### config.mk
export PLATFORM = sky130hd
export DESIGN_NAME = seq_divider
export DESIGN_NICKNAME = d
export VERILOG_FILES = /design/src/rtl/seq_divider_pkg.sv /design/src/rtl/seq_divider_div_step.sv /design/src/rtl/seq_divider.sv
export SDC_FILE = /design/constraint.sdc
export NUM_CORES = 1
export LEC_CHECK = 0
export ABC_AREA = 1
export BUFFER_PORTS_ARGS = -buffer_cell sky130_fd_sc_hd__clkbuf_2
export CAP_MARGIN = 20
export CELL_PAD_IN_SITES_DETAIL_PLACEMENT = 0
export CELL_PAD_IN_SITES_GLOBAL_PLACEMENT = 1
export CORE_ASPECT_RATIO = 0.75
export CORE_MARGIN = 8
export CORE_UTILIZATION = 34
export DETAILED_ROUTE_END_ITERATION = 16
export GPL_TIMING_DRIVEN = 0
export PLACE_DENSITY_LB_ADDON = 0.2
export SLEW_MARGIN = 25
export SYNTH_ARGS = -nofsm -noshare
export SYNTH_HDL_FRONTEND = slang
export SYNTH_HIERARCHICAL = 1
export SYNTH_SLANG_ARGS = --single-unit
### constraint.sdc
create_clock -name clk -period 1.5 [get_ports clk]
set_input_delay 0.075 -clock clk [delete_from_list [all_inputs] [get_ports clk]]
set_output_delay 0.075 -clock clk [all_outputs]
set_load 0.02 [all_outputs]
### src/rtl/seq_divider_pkg.sv
// Shared types and default widths for the sequential restoring divider.
package seq_divider_pkg;

    // Counter width for a given dividend width, never narrower than one bit.
    function automatic int unsigned cnt_width(input int unsigned w);
        return (w > 1) ? $clog2(w) : 1;
    endfunction

    localparam int unsigned DefDividendW = 8;
    localparam int unsigned DefDivisorW  = 4;
    localparam int unsigned DefCntW      = cnt_width(DefDividendW);

    typedef enum logic [1:0] {
        StIdle,
        StRun,
        StDone
    } state_e;

endpackage

### src/rtl/seq_divider_div_step.sv
// One restoring-division step: shift in a dividend bit, try to subtract the divisor,
// keep the difference if it did not borrow, otherwise restore.
module div_step #(
    parameter int unsigned DIVISOR_W = 4
) (
    input  logic [DIVISOR_W:0]   r,
    input  logic                 q_msb,
    input  logic [DIVISOR_W-1:0] divisor,
    output logic [DIVISOR_W:0]   r_next,
    output logic                 q_bit
);

    // One guard bit above the partial remainder turns the borrow into a plain sign bit.
    logic [DIVISOR_W+1:0] shifted;
    logic [DIVISOR_W+1:0] diff;

    // Trial subtraction and restore select.
    always_comb begin
        shifted = {r, q_msb};
        diff    = shifted - {2'b00, divisor};
        q_bit   = ~diff[DIVISOR_W+1];
        r_next  = q_bit ? diff[DIVISOR_W:0] : shifted[DIVISOR_W:0];
    end

endmodule

### src/rtl/seq_divider.sv
// Sequential restoring divider: one quotient bit per clock with a start/busy/done handshake.
// Division by zero completes immediately with an all-ones quotient and a sticky flag.
module seq_divider
    import seq_divider_pkg::*;
#(
    parameter int unsigned DIVIDEND_W = DefDividendW,
    parameter int unsigned DIVISOR_W  = DefDivisorW
) (
    input  logic                  clk,
    input  logic                  rst,
    input  logic                  start,
    input  logic [DIVIDEND_W-1:0] dividend,
    input  logic [DIVISOR_W-1:0]  divisor,
    output logic                  busy,
    output logic                  done,
    output logic [DIVIDEND_W-1:0] quotient,
    output logic [DIVISOR_W-1:0]  remainder,
    output logic                  div_by_zero
);

    localparam int unsigned       CntW    = cnt_width(DIVIDEND_W);
    localparam logic [CntW-1:0]   LastCnt = CntW'(DIVIDEND_W - 1);

    state_e                state_q;
    logic [DIVIDEND_W-1:0] q_q;        // dividend in, quotient out, shifting left
    logic [DIVISOR_W:0]    r_q;        // partial remainder
    logic [DIVISOR_W-1:0]  divisor_q;
    logic [CntW-1:0]       cnt_q;

    logic [DIVISOR_W:0]    r_next;
    logic                  q_bit;

    div_step #(
        .DIVISOR_W (DIVISOR_W)
    ) u_step (
        .r       (r_q),
        .q_msb   (q_q[DIVIDEND_W-1]),
        .divisor (divisor_q),
        .r_next  (r_next),
        .q_bit   (q_bit)
    );

    // Results come straight from the working registers; they only move while busy.
    assign quotient  = q_q;
    assign remainder = r_q[DIVISOR_W-1:0];

    // Control FSM and datapath registers; busy/done/div_by_zero are registered with the state.
    always_ff @(posedge clk) begin
        if (rst) begin
            state_q     <= StIdle;
            busy        <= 1'b0;
            done        <= 1'b0;
            div_by_zero <= 1'b0;
            q_q         <= '0;
            r_q         <= '0;
            divisor_q   <= '0;
            cnt_q       <= '0;
        end else begin
            unique case (state_q)
                StIdle, StDone: begin
                    busy    <= 1'b0;
                    done    <= 1'b0;
                    state_q <= StIdle;
                    if (start) begin
                        if (divisor != '0) begin
                            state_q     <= StRun;
                            busy        <= 1'b1;
                            div_by_zero <= 1'b0;
                            q_q         <= dividend;
                            r_q         <= '0;
                            divisor_q   <= divisor;
                            cnt_q       <= '0;
                        end else begin
                            state_q     <= StDone;
                            done        <= 1'b1;
                            div_by_zero <= 1'b1;
                            q_q         <= '1;
                            r_q         <= '0;
                        end
                    end
                end
                StRun: begin
                    r_q   <= r_next;
                    q_q   <= {q_q[DIVIDEND_W-2:0], q_bit};
                    cnt_q <= cnt_q + 1'b1;
                    if (cnt_q == LastCnt) begin
                        state_q <= StDone;
                        busy    <= 1'b0;
                        done    <= 1'b1;
                    end
                end
                default: begin
                    state_q <= StIdle;
                    busy    <= 1'b0;
                    done    <= 1'b0;
                end
            endcase
        end
    end

endmodule

==> qor.yml <==
ys_ff_latch: 24
grt_usage_pct: 11.3
routed_wirelength_um: 3520
relSlewSlack_pct: 65.7
cp-startpoint: "divisor_q[3]"
cts_buffer_depth: 2
h-tree-depth: 1
syn_to_final_growth_pct: 33.4
critPathRequiredTime_ns: 1.64
pwr-share-comb_pct: 33.8
grt_pass1_wl_um: 6040
layout.nets: 260
cts.reportedPaths.clkPinSlew_ns: 0.09
p_sw_uw: 649
worst_pin_slew_ns: 0.514
die_w_um: 89.8
setup_viol: 5
synth_area_sq_um: 1390
clkPwrFrac_pct: 26.8
postSynthCellCount: 200
crit_type: "register to register"
final_common_cell: "nand2_1"
p_sw_share_pct: 34.5
num_rows: 20
critical_path.endpoint: "r_q[2]"
cp-start-kind: "register"
hold_class: "primary input to register"
intPower_uw: 1230
core_area_sq_um: 3980
die_h_um: 71.4
seqPwrFrac_pct: 39.4
layout_common_cells: "nand2_1, clkbuf_2, a21oi_1"
end_kind: "register"
finalWorstPathRequiredPeriod_ns: 1.54
drc: 0
grt_max_degree: 15
cp.arrival_ns: 1.68
ant_nets: 0
vdd_drop_max_mv: 0.574
final_layout_size_suffix_gt1_share_pct: 38.0
insertion_delay_ns: 0.27
numCtsBuffers: 3
final_cell_count_no_fill: 292
violations: "setup timing"
cts_root_buf: "clkbuf_8"
first_global_vias: 1251
r2r-end: "r_q[2]"
r2r_setup_slack_ns: -0.04
synth.avg_cell_area_sq_um: 6.95
r2r-start: "divisor_q[3]"
dieArea_sq_um: 6410
fin_skew_ns: 0.00184
yosys_warnings: 6
first_iter_violations: 62
synth_edf_count: 0
antenna_found_initial: 0
setup_slack_ns: -0.0442
vias: 1322
ys_types: 23
status: "complete, but fails checks"
gp_congestion: 0.750
io_buffer_count: 28
via_per_inst: 4.53
ys.flop_type: "dfxtp_1"
cts_tree: "built"
rsz0062_at_grt: "true"
hpwl_um: 2670
diodes: 0
avgRoutedWirePerCell_um: 12.0
syn-num-nets: 222
placed_cells: 283
drv_slew: 0
clock-sinks: 24
p_leak_uw: 0.000878
ys_seq_area_share_pct: 34.6
drt-pass1-iter-count: 4
pin_count: 30
initial_core_util_pct: 34.9
cp_max_fo: 5
utilization_pct: 46.6
clock.fmax_ghz: 0.648
hold_violations: 0
drv_cap: 0
async_flop_share_pct: 0
ff2ff_path_depth: 11
grt.overflow.total: 0
post-route-period-util_pct: 103
powerDensity_nw_per_um2: 1020
## through the flow
step | worst slack (ns) | TNS, ns | area (sq um) | power, uW | hold slack (ns)
floorplan | -0.0138 | -0.0138 | 1400 | 1140 | 0.222
global placement | -0.141 | -0.790 | 1610 | 1280 | 0.330
detailed placement | -0.167 | -0.936 | 1610 | 1280 | 0.331
CTS | -0.0555 | -0.256 | 1800 | 1870 | 0.0286
global route | -0.142 | -0.658 | 1850 | 2020 | 0.0349
finish | -0.0442 | -0.144 | 1850 | 1880 | 0.0363
## worst max-delay path, cell delays in order (launching register included)
cell and delay (ns):
dfxtp_2 0.34, inv_2 0.05, ha_4 0.27, inv_2 0.05, nor2_4 0.14, nand3_4 0.13
nand3_4 0.11, nand2_4 0.08, nand3_1 0.08, nand2_1 0.05, nand2_1 0.06, a21oi_1 0.05
## layout make-up
type	count	area (sq um)
fillers	426	2120
multi-input cells	146	898
inverters	21	81.3
well taps	55	68.8
clock buffers	4	66.3
flip-flops and latches	24	493
plain buffers	9	68.8
repair buffers	33	178
## sequential cells by signal (all words and copies together) (netlist names)
signal and flops:
quotient 8, r_q 5, divisor_q 4, cnt_q 3, busy 1, div_by_zero 1
done 1, state_q 1
## synth_stat cells, types with 2 or more instances
library cell / number / area [sq um]
nand2_2: 7 / 43.8
o21ai_0: 5 / 25.0
inv_1: 19 / 71.3
dfxtp_1: 24 / 480
nor2_1: 17 / 63.8
or2_2: 2 / 12.5
ha_1: 6 / 75.1
nand4_2: 2 / 25.0
nand2_1: 48 / 180
nand3_1: 25 / 125
inv_2: 2 / 7.51
buf_4: 5 / 37.5
nand3_2: 2 / 20.0
a21oi_1: 24 / 120
nor2_2: 3 / 18.8
buf_6: 2 / 22.5
## power by group through the flow
stage / Clock [uW] / Sequential (uW) / Combinational (uW)
final: 504 / 741 / 637
after global routing: 550 / 750 / 715
after CTS: 525 / 739 / 611
after detailed placement: 0 / 748 / 533
after global placement: 0 / 749 / 532
after floorplan: 0 / 771 / 372
## worst min-delay path by stage
stage,start,end,slack [ns],cells after the start
2_1_floorplan,divisor[0],divisor_q[0],0.22,2
6_report,divisor[1],divisor_q[1],0.04,3
4_1_cts,divisor[3],divisor_q[3],0.03,3
3_5_place_dp,divisor[3],divisor_q[3],0.33,3
3_3_place_gp,divisor[0],divisor_q[0],0.33,3
5_1_grt,divisor[2],divisor_q[2],0.03,3
## per-layer routing
layer / wire length [um] / up-vias / global-route usage [%]
li1: - / 724 / -
met3: 172 / 2 / 3.55
met4: 14 / 0 / 2.24
met5: 0 / - / 0
met2: 1490 / 23 / 17.0
met1: 1840 / 573 / 15.4
## cell families (layout without fill, tap and decap cells)
kind of cell	after synthesis	after routing	synth area share, %
and+or+nand+nor	109	109	36.9
buffers and inverters	30	67	10.6
AOI/OAI and AO/OA	29	29	10.4
DFF	24	24	34.6
adders and majority gates	7	7	6.84
xor gates and xnor gates	1	1	0.630
## what timing repair did
action                                  4_1_cts  5_1_grt
gates cloned                                  0        0
hold buffers                                  0        0
hold endpoints to repair                      0        0
buffers inserted                              4        1
resized for setup                            23       11
pin swaps                                    11       14
endpoints found under the setup margin        6        6
Note: power is estimated with default switching activity, not from simulation.
